`src/rtl/pll_rst_sequencer_pkg.sv`:
```
// Shared types and defaults for the PLL reset sequencer.
// State encoding is visible on the debug probe port.
package pll_rst_sequencer_pkg;

  typedef enum logic [2:0] {
    S_PLL_RST   = 3'd0,
    S_WAIT_LOCK = 3'd1,
    S_STABLE    = 3'd2,
    S_RELEASE   = 3'd3,
    S_RUN       = 3'd4,
    S_FAIL      = 3'd5
  } state_t;

  localparam int DEF_N_CH             = 4;
  localparam int DEF_PLL_RST_CYC      = 16;
  localparam int DEF_LOCK_TIMEOUT_CYC = 4096;
  localparam int DEF_LOCK_STABLE_CYC  = 64;
  localparam int DEF_STAGGER_CYC      = 8;
  localparam int DEF_MAX_RETRY        = 3;
  localparam int DEF_CNT_W            = 8;

  function automatic int clog2(input int v);
    int r;
    r = 0;
    while ((1 << r) < v) r++;
    return r;
  endfunction

endpackage

```
`src/rtl/pll_rst_sequencer_sync_2ff.sv`:
```
// Two-flop synchroniser for the asynchronous PLL LOCKED flag.
// Synchronous active-high reset clears both stages.
module sync_2ff (
  input  logic clk,
  input  logic rst,
  input  logic d,
  output logic q
);

  logic s1;

  always_ff @(posedge clk) begin
    if (rst) begin
      s1 <= 1'b0;
      q  <= 1'b0;
    end else begin
      s1 <= d;
      q  <= s1;
    end
  end

endmodule

```
`src/rtl/pll_rst_sequencer.sv`:
```
// PLL reset driver, lock qualifier and staggered channel reset release.
// Define PLL_RETRY_EN to retry the PLL reset after a lock timeout.
module pll_rst_sequencer
  import pll_rst_sequencer_pkg::*;
#(
  parameter int N_CH             = DEF_N_CH,
  parameter int PLL_RST_CYC      = DEF_PLL_RST_CYC,
  parameter int LOCK_TIMEOUT_CYC = DEF_LOCK_TIMEOUT_CYC,
  parameter int LOCK_STABLE_CYC  = DEF_LOCK_STABLE_CYC,
  parameter int STAGGER_CYC      = DEF_STAGGER_CYC,
  parameter int MAX_RETRY        = DEF_MAX_RETRY,
  parameter int CNT_W            = DEF_CNT_W
) (
  input  logic             CLKIN1_IN,
  input  logic             RST_IN,
  input  logic             LOCKED_IN,
  output logic             PLL_RST_OUT,
  output logic [N_CH-1:0]  CH_RST_OUT,
  output logic             ALL_READY_OUT,
  output logic             TIMEOUT_OUT,
  output logic [CNT_W-1:0] LOCK_LOSS_CNT_OUT,
  output logic [2:0]       STATE_OUT
);

  localparam int IDX_W = clog2(N_CH + 1);

  localparam logic [31:0] PLL_LIM = 32'(PLL_RST_CYC);
  localparam logic [31:0] TO_LIM  = 32'(LOCK_TIMEOUT_CYC);
  localparam logic [31:0] STB_LIM = 32'(LOCK_STABLE_CYC);
  localparam logic [31:0] STG_LIM = 32'(STAGGER_CYC);

  localparam logic [IDX_W-1:0] IDX_ONE = IDX_W'(1);
  localparam logic [IDX_W-1:0] IDX_END = IDX_W'(N_CH);

  if (N_CH < 1 || N_CH > 16 || PLL_RST_CYC < 1 ||
      LOCK_TIMEOUT_CYC < 1 || LOCK_STABLE_CYC < 1 ||
      STAGGER_CYC < 1 || MAX_RETRY < 0 ||
      CNT_W < 1) begin : g_bad_param
    $error("pll_rst_sequencer: parameter out of range");
  end

  state_t           state_q, state_d;
  logic [31:0]      tmr_q, tmr_d, tmr_inc;
  logic [IDX_W-1:0] rel_q, rel_d;
  logic [N_CH-1:0]  ch_q, ch_d;
  logic             pll_q, pll_d;
  logic             rdy_q, rdy_d;
  logic             to_q, to_d;
  logic [CNT_W-1:0] cnt_q, cnt_d;
  logic             lk;
  logic             loss;
  logic             expire;

`ifdef PLL_RETRY_EN
  localparam int RTY_W =
    (MAX_RETRY < 1) ? 1 : clog2(MAX_RETRY + 1);
  localparam logic [RTY_W-1:0] RTY_LIM = RTY_W'(MAX_RETRY);
  logic [RTY_W-1:0] rty_q, rty_d;
`endif

  sync_2ff u_lock_sync (
    .clk (CLKIN1_IN),
    .rst (RST_IN),
    .d   (LOCKED_IN),
    .q   (lk)
  );

  assign tmr_inc = tmr_q + 32'd1;

  always_comb begin
    state_d = state_q;
    tmr_d   = tmr_q;
    rel_d   = rel_q;
    ch_d    = ch_q;
    pll_d   = pll_q;
    rdy_d   = rdy_q;
    to_d    = to_q;
    cnt_d   = cnt_q;
    loss    = 1'b0;
    expire  = 1'b0;
`ifdef PLL_RETRY_EN
    rty_d   = rty_q;
`endif

    unique case (state_q)
      S_PLL_RST: begin
        if (tmr_inc >= PLL_LIM) begin
          state_d = S_WAIT_LOCK;
          tmr_d   = '0;
          pll_d   = 1'b0;
        end else begin
          tmr_d = tmr_inc;
        end
      end
      S_WAIT_LOCK: begin
        if (lk) begin
          state_d = S_STABLE;
          tmr_d   = '0;
        end else if (tmr_inc >= TO_LIM) begin
          expire = 1'b1;
        end else begin
          tmr_d = tmr_inc;
        end
      end
      S_STABLE: begin
        // A dropout here is a glitch, not a loss: just rearm.
        if (!lk) begin
          state_d = S_WAIT_LOCK;
          tmr_d   = '0;
        end else if (tmr_inc >= STB_LIM) begin
          state_d = S_RELEASE;
          tmr_d   = '0;
          rel_d   = IDX_ONE;
          ch_d[0] = 1'b0;
        end else begin
          tmr_d = tmr_inc;
        end
      end
      S_RELEASE: begin
        if (!lk) begin
          loss = 1'b1;
        end else if (rel_q == IDX_END) begin
          state_d = S_RUN;
          rdy_d   = 1'b1;
        end else if (tmr_inc >= STG_LIM) begin
          tmr_d = '0;
          rel_d = rel_q + IDX_ONE;
          for (int i = 1; i < N_CH; i++) begin
            if (IDX_W'(i) == rel_q) ch_d[i] = 1'b0;
          end
        end else begin
          tmr_d = tmr_inc;
        end
      end
      S_RUN: begin
        if (!lk) loss = 1'b1;
      end
      S_FAIL: begin
        state_d = S_FAIL;
      end
      default: begin
        state_d = S_PLL_RST;
        tmr_d   = '0;
        pll_d   = 1'b1;
        ch_d    = '1;
        rdy_d   = 1'b0;
      end
    endcase

    unique case (1'b1)
      loss: begin
        state_d = S_PLL_RST;
        tmr_d   = '0;
        pll_d   = 1'b1;
        ch_d    = '1;
        rdy_d   = 1'b0;
        if (cnt_q != '1) cnt_d = cnt_q + 1'b1;
`ifdef PLL_RETRY_EN
        rty_d   = '0;
`endif
      end
      expire: begin
`ifdef PLL_RETRY_EN
        if (rty_q < RTY_LIM) begin
          rty_d   = rty_q + 1'b1;
          state_d = S_PLL_RST;
          tmr_d   = '0;
          pll_d   = 1'b1;
        end else begin
          state_d = S_FAIL;
          to_d    = 1'b1;
          pll_d   = 1'b0;
          ch_d    = '1;
        end
`else
        state_d = S_FAIL;
        to_d    = 1'b1;
        pll_d   = 1'b0;
        ch_d    = '1;
`endif
      end
      default: ;
    endcase
  end

  always_ff @(posedge CLKIN1_IN) begin
    if (RST_IN) begin
      state_q <= S_PLL_RST;
      tmr_q   <= '0;
      rel_q   <= '0;
      ch_q    <= '1;
      pll_q   <= 1'b1;
      rdy_q   <= 1'b0;
      to_q    <= 1'b0;
      cnt_q   <= '0;
    end else begin
      state_q <= state_d;
      tmr_q   <= tmr_d;
      rel_q   <= rel_d;
      ch_q    <= ch_d;
      pll_q   <= pll_d;
      rdy_q   <= rdy_d;
      to_q    <= to_d;
      cnt_q   <= cnt_d;
    end
  end

`ifdef PLL_RETRY_EN
  always_ff @(posedge CLKIN1_IN) begin
    if (RST_IN) rty_q <= '0;
    else        rty_q <= rty_d;
  end
`endif

  assign PLL_RST_OUT       = pll_q;
  assign CH_RST_OUT        = ch_q;
  assign ALL_READY_OUT     = rdy_q;
  assign TIMEOUT_OUT       = to_q;
  assign LOCK_LOSS_CNT_OUT = cnt_q;
  assign STATE_OUT         = state_q;

endmodule
```
`config.mk`:
```
export PLATFORM = sky130hd
export DESIGN_NAME = pll_rst_sequencer
export DESIGN_NICKNAME = d
export VERILOG_FILES = /design/src/rtl/pll_rst_sequencer_pkg.sv /design/src/rtl/pll_rst_sequencer_sync_2ff.sv /design/src/rtl/pll_rst_sequencer.sv
export SDC_FILE = /design/constraint.sdc
export NUM_CORES = 1
export LEC_CHECK = 0
export ABC_AREA = 1
export ABC_CLOCK_PERIOD_IN_PS = 5500
export CORE_MARGIN = 3
export CORE_UTILIZATION = 31
export CTS_CLUSTER_SIZE = 30
export DETAILED_ROUTE_END_ITERATION = 16
export DONT_BUFFER_PORTS = 1
export PLACE_DENSITY = 0.48
export SYNTH_ARGS = -nofsm -noshare
export SYNTH_HDL_FRONTEND = slang
export SYNTH_SLANG_ARGS = --single-unit
```
`constraint.sdc`:
```
create_clock -name CLKIN1_IN -period 5.5 [get_ports CLKIN1_IN]
set_clock_uncertainty 0.2 [all_clocks]
set_input_delay 0.55 -clock CLKIN1_IN [delete_from_list [all_inputs] [get_ports CLKIN1_IN]]
set_output_delay 0.55 -clock CLKIN1_IN [all_outputs]
set_load 0.005 [all_outputs]
```
==> results of run 1 <==
[cells by family after synthesis]
kind of cell / after synthesis / synth area share (%)
simple gates: 373 / 46.77
buf+inv: 79 / 9.244
flops: 55 / 32.15
compound gates: 52 / 8.147
fa+ha+maj: 8 / 2.923
xor+xnor: 3 / 0.7674
[cell usage after synthesis (2+ instances only)]
cell type / number / area share (%)
nand2_1: 179 / 20
nand3b_1: 2 / 0.44
a21oi_1: 26 / 3.8
nand2_2: 4 / 0.73
dfxtp_1: 55 / 32
inv_2: 3 / 0.33
o31ai_1: 4 / 0.88
o21ai_0: 15 / 2.2
a31oi_1: 2 / 0.37
nor3_1: 28 / 4.1
xor2_1: 2 / 0.51
ha_1: 8 / 2.9
buf_4: 3 / 0.66
nor2_4: 6 / 2.0
nand3_2: 2 / 0.58
clkinv_1: 2 / 0.22
nand4_1: 15 / 2.7
nand3_1: 29 / 4.2
inv_1: 64 / 7.0
clkbuf_1: 5 / 0.55
nor2_1: 103 / 11
o21ai_1: 3 / 0.44
[cell type report]
cell class | count | area share, %
Clock buffer | 8 | 2.746
Timing Repair Buffer | 1 | 0.2060
Inverter | 69 | 7.106
Tap cell | 136 | 4.669
Sequential cell | 55 | 30.21
Multi-Input combinational cell | 436 | 55.06
[path summary, 6_finish.rpt]
kind                        from        endpoint  slack, ns
setup reg to reg        tmr_q[1]       tmr_q[26]       2.03
setup / recovery        tmr_q[1]       tmr_q[26]       2.03
hold reg to reg   u_lock_sync.s1   u_lock_sync.q       0.21
hold / removal            RST_IN  u_lock_sync.s1       0.09
[power by group through the flow]
stage               clock [uW]  sequential, uW  combinational [uW]
CTS                        266             476                 282
global route               281             483                 321
finish                     258             475                 281
global placement             0             485                 279
floorplan                    0             469                 225
detailed placement           0             485                 280
[state kept, by name (all words and copies together) (netlist names)]
register / flops
ALL_READY_OUT: 1
u_lock_sync.s1: 1
rel_q: 3
PLL_RST_OUT: 1
STATE_OUT: 3
u_lock_sync.q: 1
tmr_q: 32
CH_RST_OUT: 4
LOCK_LOSS_CNT_OUT: 8
TIMEOUT_OUT: 1
[layout by cell type (no fill, tap or decap), types with 3 or more instances in the layout]
cell type | netlist | layout
a21oi_1 | 26 | 26
clkbuf_8 | 0 | 7
dfxtp_1 | 55 | 55
ha_1 | 8 | 8
inv_1 | 64 | 64
inv_2 | 3 | 3
nand2_1 | 179 | 179
nand2_2 | 4 | 4
nand3_1 | 29 | 29
nand4_1 | 15 | 15
nor2_1 | 103 | 103
nor2_4 | 6 | 6
nor3_1 | 28 | 28
o21ai_0 | 15 | 15
o21ai_1 | 3 | 3
o31ai_1 | 4 | 4
[metrics by stage]
| stage | setup WS [ns] | utilization, % | hold slack [ns] |
|---|---|---|---|
| floorplan | 3.115 | - | 0.1883 |
| global placement | 2.063 | 33.58 | 0.1931 |
| CTS | 2.023 | 34.53 | 0.07377 |
| finish | 2.034 | 34.53 | 0.08655 |
| global route | 1.621 | 34.53 | 0.06802 |
| detailed placement | 2.039 | 33.58 | 0.1922 |
[metal layers]
layer	global-route usage (%)	routed length, um
met5	0	0
met4	4.298	162
met3	3.002	563
met2	26.42	4391
met1	21.10	4553
==> run summary, run 1 <==
status - finished, final reports clean
dpl cell area - 3545 sq um
hold depth - 1
Register Area - 1101 sq um
global-route wire length before repair - 16.16 mm
grt ovf - 0
required time worst endpoint - 5.46 ns
htree depth - 2
CP cell instances - ha_1 -> nand3_1 -> inv_1 -> nand3_1 -> o21ai_0 -> nand2_1 -> nor2_1 -> nand2_1 -> nor2_4 -> nand3_2 -> nand2_2 -> nand3_2 -> inv_2 -> nor3_1
Fillers - 1185
sequential area share after synthesis - 32.15%
Routed Antenna Nets - 0
synthesized area - 3425 sq um
share of cells above drive strength 1 - 4.745%
CTS Root Cell - clkbuf_8
area of the multi-input gates - 2007 sq um
setup violators final - 0
worst skew pair latency - 0.32 ns
die height - 111.1 um
Min Clock Period, post-route - 3.466 ns
routed wire length - 9.670 mm
Critical Path Source Type - register
Power Total - 1014 uW
io pins - 21
Comb power frac - 27.7%
Antenna diodes - 0
VDD IR-drop max - 0.1285 mV
Crit Path Max Fanout - 20
r2r worst-path depth - 14
Post-DP HPWL - 7.505 mm
syn nets - 581
routed vias - 3466
maxcap violations - 0
fin cells - 705
P_int - 627.0 uW
initial antenna violation count - 0
net switching fraction of the power - 38.19%
CTS Sinks - 55
Pins Over Slew Limit - 0
vias in the first global route - 3254
fmax - 0.2885 GHz
Clock Tree Buf Depth - 2
CTS clock-pin slew for the worst setup and hold paths - 0.11 ns
RSZ-0062 raised after global routing - false
Die ar. - 12340 sq um
CTS Buf Count - 5
Initial Util - 32.44%
buffers added on ports - 0
Yosys reg bits - 55
Post-CTS Setup Inserts - 0
CTS resizes - 0
Clock Power Share - 25.4%
NumNets Final - 579
number of flops mapped to enable cells by yosys - 0
CORE AREA - 10560 sq um
Crit path max-delay family - simple AND/OR/NAND/NOR gates
via density per instance - 4.916
synthesis warning total - 0
Setup CP Type - reg2reg
CP peak stage delay - 0.43 ns
DR pass1 iterations - 5
P_sw - 387.4 uW
Critical Path Sink Type - register
RD Place Congestion - 0.8659
synth unique cells - 32
Final Hold Viols - 0
cell count after synthesis - 570
Synth async-reset ratio - 0%
power density over the cells - 278.3 nW/um^2
measured slew at the worst slew-check pin - 1.158 ns
die width - 111.1 um
critical path's slowest cell - dfxtp_1
Mean Syn Cell Area - 6.008 sq um
number of buffers and inverters on the critical path - 2
Pleak - 0.001422 uW
Crit path depth - 14
cell count after placement - 697
type of the worst min-delay path - in2reg
crit path DAT - 3.43 ns
top_reg_cell synth - dfxtp_1
All-Layer GR Usage - 15.88%
hold_buf cts - 0
final instance area - 3645 sq um
CTS tree - built
Flop pwr share - 46.9%
period utilisation layout - 63.01%
largest net degree at the start of global routing - 33
setup TNS - 0 ns
DRC - 0
Synth-to-Final Area Change - 6.431%
1st-iter DRT viols - 175
Slew HR - 22.74%
row count - 37
post-DR wirelength/cell - 13.72 um
Power figures use the tool's default switching activity.
==> run 2, diff against run 1 <==
--- a/config.mk
+++ b/config.mk
@@ -5,8 +5,8 @@
 export SDC_FILE = /design/constraint.sdc
 export NUM_CORES = 1
 export LEC_CHECK = 0
-export ABC_AREA = 1
-export ABC_CLOCK_PERIOD_IN_PS = 5500
+export ABC_AREA = 0
+export ABC_CLOCK_PERIOD_IN_PS = 3300
 export CORE_MARGIN = 3
 export CORE_UTILIZATION = 31
 export CTS_CLUSTER_SIZE = 30
==> constraint.sdc (replaced) <==
create_clock -name CLKIN1_IN -period 3.3 [get_ports CLKIN1_IN]
set_clock_uncertainty 0.2 [all_clocks]
set_input_delay 0.33 -clock CLKIN1_IN [delete_from_list [all_inputs] [get_ports CLKIN1_IN]]
set_output_delay 0.33 -clock CLKIN1_IN [all_outputs]
set_load 0.005 [all_outputs]
==> run summary, run 2 <==
maxcap violations - 0 (unchanged)
fmax - 0.3160 GHz (+9.5%)
RD Place Congestion - 0.7967 (-8.0%)
Setup CP Type - reg2reg
Critical Path Sink Type - register
VDD IR-drop max - 0.1466 mV (+14%)
Final Hold Viols - 0 (unchanged)
initial antenna violation count - 0 (unchanged)
setup TNS - 0 ns (unchanged)
M1 WL - 3.455 mm (-24%)
Post-Place Setup Slack - -0.01746 ns (-2.056 ns)
CTS Buf Count - 5 (unchanged)
number of flops mapped to enable cells by yosys - 0 (unchanged)
Antenna diodes - 0 (unchanged)
Pins Over Slew Limit - 0 (unchanged)
Synth async-reset ratio - 0% (unchanged)
CTS Sinks - 55 (unchanged)
power density over the cells - 332.5 nW/um^2 (+19%)
routed vias - 2539 (-27%)
synthesis warning total - 0 (unchanged)
P_int - 888.9 uW (+42%)
vias in the first global route - 2489 (-24%)
Pleak - 0.001334 uW (-6.2%)
synthesized area - 2970 sq um (-13%)
global-route wire length before repair - 11.70 mm (-28%)
Mean Syn Cell Area - 8.535 sq um (+42%)
status - finished, final reports clean
met2 WL post-DR - 3.293 mm (-25%)
cell count after synthesis - 348 (-39%)
CTS Root Cell - clkbuf_8
1st-iter DRT viols - 135 (-23%)
Crit Path Max Fanout - 10 (-50%)
syn nets - 359 (-38%)
Synth-to-Final Area Change - 16.09%
net switching fraction of the power - 22.47% (-16 points)
row count - 35 (-5.4%)
setup violators final - 0 (unchanged)
setup ws final - 0.1350 ns (-1.899 ns)
most frequent cells in the layout - dfxtp_1, nand2_1, nor2_1
Power Total - 1146 uW (+13%)
Post-synth top cells - dfxtp_1, nand2_1, nor2_1
period utilisation layout - 95.91% (+33 points)
Fillers - 988 (-17%)
CP cell instances - ha_4 -> nand3_1 -> or4_4 -> buf_4 -> a211oi_2 -> a21oi_2 -> a2111oi_4 -> a21boi_2 -> o21a_2 -> a211o_1
die height - 103.9 um (-6.5%)
max FFs per register - 32 (unchanged)
buffers added on ports - 0 (unchanged)
Critical Path Source Type - register
grt ovf - 0 (unchanged)
Biggest register - tmr_q
CTS clock-pin slew for the worst setup and hold paths - 0.10 ns (about the same)
P_sw - 257.6 uW (-33%)
Clock Power Share - 35.3% (+9.9 points)
final hold slack - 0.01360 ns (-0.07294 ns)
Slew HR - 54.51% (+32 points)
via density per instance - 5.068 (+3.1%)
top sig layer - met4
die width - 103.9 um (-6.5%)
Flop pwr share - 59.5% (+13 points)
type of the worst min-delay path - in2reg
synth unique cells - 62 (+94%)
met3 WL - 274 um (-51%)
largest net degree at the start of global routing - 21 (-36%)
Die ar. - 10790 sq um (-13%)
Initial Util - 31.99% (-0.45 points)
Post-DP HPWL - 5.037 mm (-33%)
r2r worst-path depth - 10 (-4)
All-Layer GR Usage - 12.88% (-3.0 points)
io pins - 21 (unchanged)
Min Clock Period, post-route - 3.165 ns (-0.3006 ns)
top_reg_cell synth - dfxtp_1
hold depth - 2 (+1)
critical path's slowest cell - or4_4
Synth area leader - dfxtp_1
NumNets Final - 382 (-34%)
share of cells above drive strength 1 - 16.40% (+12 points)
most common cell in the netlist - dfxtp_1
routed wire length - 7.082 mm (-27%)
worst skew pair latency - 0.30 ns (-0.02 ns)
Clock Tree Buf Depth - 2 (unchanged)
CTS tree - built
DR pass1 iterations - 4 (-1)
DRC - 0 (unchanged)
Routed Antenna Nets - 0 (unchanged)
CP peak stage delay - 0.61 ns (+0.18 ns)
CORE AREA - 9284 sq um (-12%)
crit path DAT - 3.17 ns (-0.26 ns)
measured slew at the worst slew-check pin - 0.6798 ns (-0.4779 ns)
htree depth - 2 (unchanged)
Comb power frac - 5.2% (-22 points)
required time worst endpoint - 3.30 ns (-2.16 ns)
Yosys reg bits - 55 (unchanged)
top cells by area, synth - dfxtp_1, and2_1, nand2_1, nor2_1, ha_1
post-DR wirelength/cell - 14.14 um (+3.1%)
sequential area share after synthesis - 37.07% (+4.9 points)
leading cell type in the layout, fill and taps excluded - dfxtp_1
top cell type's share of synthesized area - 37.07% (+4.9 points)
[run 2: changes by cell type after synthesis, sizes merged, moves of 14 or more]
cell,before,now
nand2,184,38
nor2,110,33
inv,67,9
and2,0,24
a21oi,27,10
o21ai,18,4
[run 2: final timing paths]
kind / startpoint / to / slack (ns)
worst max-delay path: tmr_q[0] / tmr_q[11] / 0.13
worst min-delay path: RST_IN / rel_q[2] / 0.01
worst max register to register: tmr_q[0] / tmr_q[11] / 0.13
worst min register to register: u_lock_sync.s1 / u_lock_sync.q / 0.26
[run 2: kinds of logic after synthesis]
family / after synthesis / share of synthesized area, %
AO/OA/AOI/OAI: 57 / 16.43
XOR/XNOR: 13 / 3.833
adder cells (fa/ha/maj): 8 / 3.370
buffers and inverters: 26 / 4.170
flip-flops: 55 / 37.07
multiplexers: 7 / 2.401
AND/OR/NAND/NOR: 182 / 32.73
[run 2: metal layers]
| layer | vias to the layer above | global-route usage, % |
|---|---|---|
| met3 | 4 | 2.980 |
| met5 | - | 0 |
| met2 | 42 | 21.17 |
| met4 | 0 | 3.324 |
| met1 | 1195 | 17.06 |
| li1 | 1298 | - |
[run 2: critical path, delay by kind of cell (launching register included)]
family	cells	cell delay, ns
AOI/OAI and AO/OA	6	1.47
and+or+nand+nor	2	0.70
DFF	1	0.36
buffers and inverters	1	0.17
adders and majority gates	1	0.14
[run 2: cell type report]
type                            count  area [sq um]  share of cell area (%)
Clock buffer                        8         100.1                   2.903
Timing Repair Buffer               31         245.2                   7.112
Tap cell                          129         161.4                   4.681
Sequential cell                    55          1104                   32.00
Inverter                            9         33.78                  0.9797
Multi-Input combinational cell    269          1804                   52.32
[run 2: timing repair]
item,4_1_cts,5_1_grt
buffers inserted,0,1
pin swaps,0,10
hold endpoints to repair,12,0
hold buffers,2,0
setup endpoints to repair,16,28
gates resized for setup,1,13
gates cloned,0,2
[run 2: power by group through the flow]
stage / Combinational, uW / Sequential, uW / Clock (uW)
floorplan: 35.7 / 694 / 0
global placement: 51.6 / 694 / 0
detailed placement: 52.5 / 695 / 0
CTS: 56.6 / 679 / 422
global route: 66.6 / 684 / 450
finish: 59.5 / 682 / 405
[run 2: metrics by stage]
| stage | cell area, sq um | utilization [%] | instances |
|---|---|---|---|
| floorplan | 2970 | - | 348 |
| global placement | 3252 | 35.03 | 488 |
| detailed placement | 3252 | 35.03 | 488 |
| CTS | 3376 | 36.36 | 498 |
| global route | 3448 | 37.14 | 501 |
| finish | 3448 | 37.14 | 501 |
==> run 3, diff against run 2 <==
--- a/config.mk
+++ b/config.mk
@@ -7,6 +7,7 @@
 export LEC_CHECK = 0
 export ABC_AREA = 0
 export ABC_CLOCK_PERIOD_IN_PS = 3300
+export CORE_ASPECT_RATIO = 1.2
 export CORE_MARGIN = 3
 export CORE_UTILIZATION = 31
 export CTS_CLUSTER_SIZE = 30
==> run summary, run 3 (synthesis gave the netlist of run 2 again) <==
htree depth - 2 (unchanged)
Setup CP Type - reg2reg
Post-DP HPWL - 5.040 mm (about the same)
die width - 95.36 um (-8.2%)
setup violators final - 0 (unchanged)
required time worst endpoint - 3.31 ns (about the same)
largest net degree at the start of global routing - 17 (-19%)
measured slew at the worst slew-check pin - 0.5338 ns (-0.1460 ns)
Synth-to-Final Area Change - 17.35%
worst skew pair latency - 0.31 ns (about the same)
All-Layer GR Usage - 13.78% (+0.90 points)
Pleak - 0.001348 uW (+1.0%)
Routed Antenna Nets - 0 (unchanged)
global-route wire length before repair - 11.98 mm (+2.4%)
power density over the cells - 322.4 nW/um^2 (-3.0%)
Fillers - 954 (-3.4%)
leading cell type in the layout, fill and taps excluded - dfxtp_1
RD Place Congestion - 0.7647 (-4.0%)
Clock Tree Buf Depth - 2 (unchanged)
Critical Path Source Type - register
Min Clock Period, post-route - 3.230 ns (+0.06501 ns)
DR pass1 iterations - 4 (unchanged)
setup ws final - 0.06997 ns (-0.06501 ns)
period utilisation layout - 97.88% (+2.0 points)
CTS Buf Count - 5 (unchanged)
max FFs per register - 32 (unchanged)
CTS clock-pin slew for the worst setup and hold paths - 0.10 ns (about the same)
DRC - 0 (unchanged)
routed wire length - 7.180 mm (+1.4%)
final hold slack - 0.04135 ns (+0.02774 ns)
die height - 113.2 um (+9.0%)
routed vias - 2526 (-0.51%)
status - finished, final reports clean
Pins Over Slew Limit - 0 (unchanged)
number of buffers and inverters on the critical path - 1 (unchanged)
register-to-register setup slack - 0.07 ns (-0.07 ns)
via density per instance - 5.113 (+0.90%)
initial antenna violation count - 0 (unchanged)
CORE AREA - 9176 sq um (-1.2%)
io pins - 21 (unchanged)
Die ar. - 10800 sq um (about the same)
post-DR wirelength/cell - 14.53 um (+2.8%)
cell count after placement - 482 (-1.2%)
CTS Root Cell - clkbuf_8
fin cells - 494 (-1.4%)
CP cell instances - nand4_1 -> or4_4 -> buf_4 -> o21ai_0 -> nand3_1 -> a2111oi_4 -> a21boi_2 -> o21a_2 -> a211o_1
share of cells above drive strength 1 - 18.72% (+2.3 points)
Initial Util - 32.37% (+0.38 points)
Biggest register - tmr_q
fmax - 0.3096 GHz (-2.0%)
crit path DAT - 3.24 ns (+0.07 ns)
CP peak stage delay - 0.59 ns (-0.02 ns)
NumNets Final - 384 (+0.52%)
setup TNS - 0 ns (unchanged)
Slew HR - 64.28% (+9.8 points)
grt ovf - 0 (unchanged)
Final Hold Viols - 0 (unchanged)
most frequent cells in the layout - dfxtp_1, nand2_1, nor2_1
vias in the first global route - 2413 (-3.1%)
buffers added on ports - 0 (unchanged)
Crit path max-delay family - compound AO/OA/AOI/OAI gates
CTS tree - built
Post-Place Setup Slack - -0.003120 ns (+0.01434 ns)
critical path's slowest cell - or4_4
maxcap violations - 0 (unchanged)
row count - 38 (+8.6%)
Critical Path Sink Type - register
CTS Sinks - 55 (unchanged)
type of the worst min-delay path - in2reg
Antenna diodes - 0 (unchanged)
VDD IR-drop max - 0.1534 mV (+4.7%)
Crit Path Max Fanout - 10 (unchanged)
1st-iter DRT viols - 126 (-6.7%)
==> run 3: cell type report <==
type                    count  area (sq um)  area share [%]
well taps                 120         150.1           4.307
inverters                   9         33.78          0.9691
flip-flops and latches     55          1104           31.66
clock buffers               6         72.57           2.082
clock inverters             2         12.51          0.3589
multi-input cells         268          1849           53.05
repair buffers             34         264.0           7.574
==> run 3: per-layer routing <==
layer  track usage (%)  vias to the layer above  wire (um)
met5                 0                        -          0
met4             4.331                        0        121
met3             3.657                       10        303
met2             21.35                       48       3326
met1             18.56                     1165       3429
li1                  -                     1303          -
==> run 3: final timing paths <==
check            startpoint       endpoint  cells past startpoint
max                tmr_q[7]       tmr_q[6]                      9
min                  RST_IN       rel_q[0]                      2
min reg2reg  u_lock_sync.s1  u_lock_sync.q                      1
max reg2reg        tmr_q[7]       tmr_q[6]                      9
==> run 3: through the flow <==
stage,instance area [sq um],utilization [%],total power (uW)
2_1_floorplan,2970,-,729.7
3_3_place_gp,3263,35.56,746.4
3_5_place_dp,3263,35.56,747.6
4_1_cts,3377,36.80,1129
5_1_grt,3486,37.99,1173
6_report,3486,37.99,1124
==> run 3: what timing repair did <==
action / 4_1_cts / 5_1_grt
gates resized for setup: 0 / 21
setup endpoints to repair: 16 / 38
hold buffers: 2 / 0
pin swaps: 0 / 6
gates cloned: 1 / 1
hold endpoints to repair: 13 / 0
buffers inserted: 0 / 0
==> run 3: where the power goes <==
part | leakage [uW] | internal [uW] | total [uW] | switching, uW
Clock | 0.0000412 | 149 | 376 | 227
Combinational | 0.000862 | 28.6 | 66.7 | 38.1
Sequential | 0.000445 | 671 | 681 | 10.0
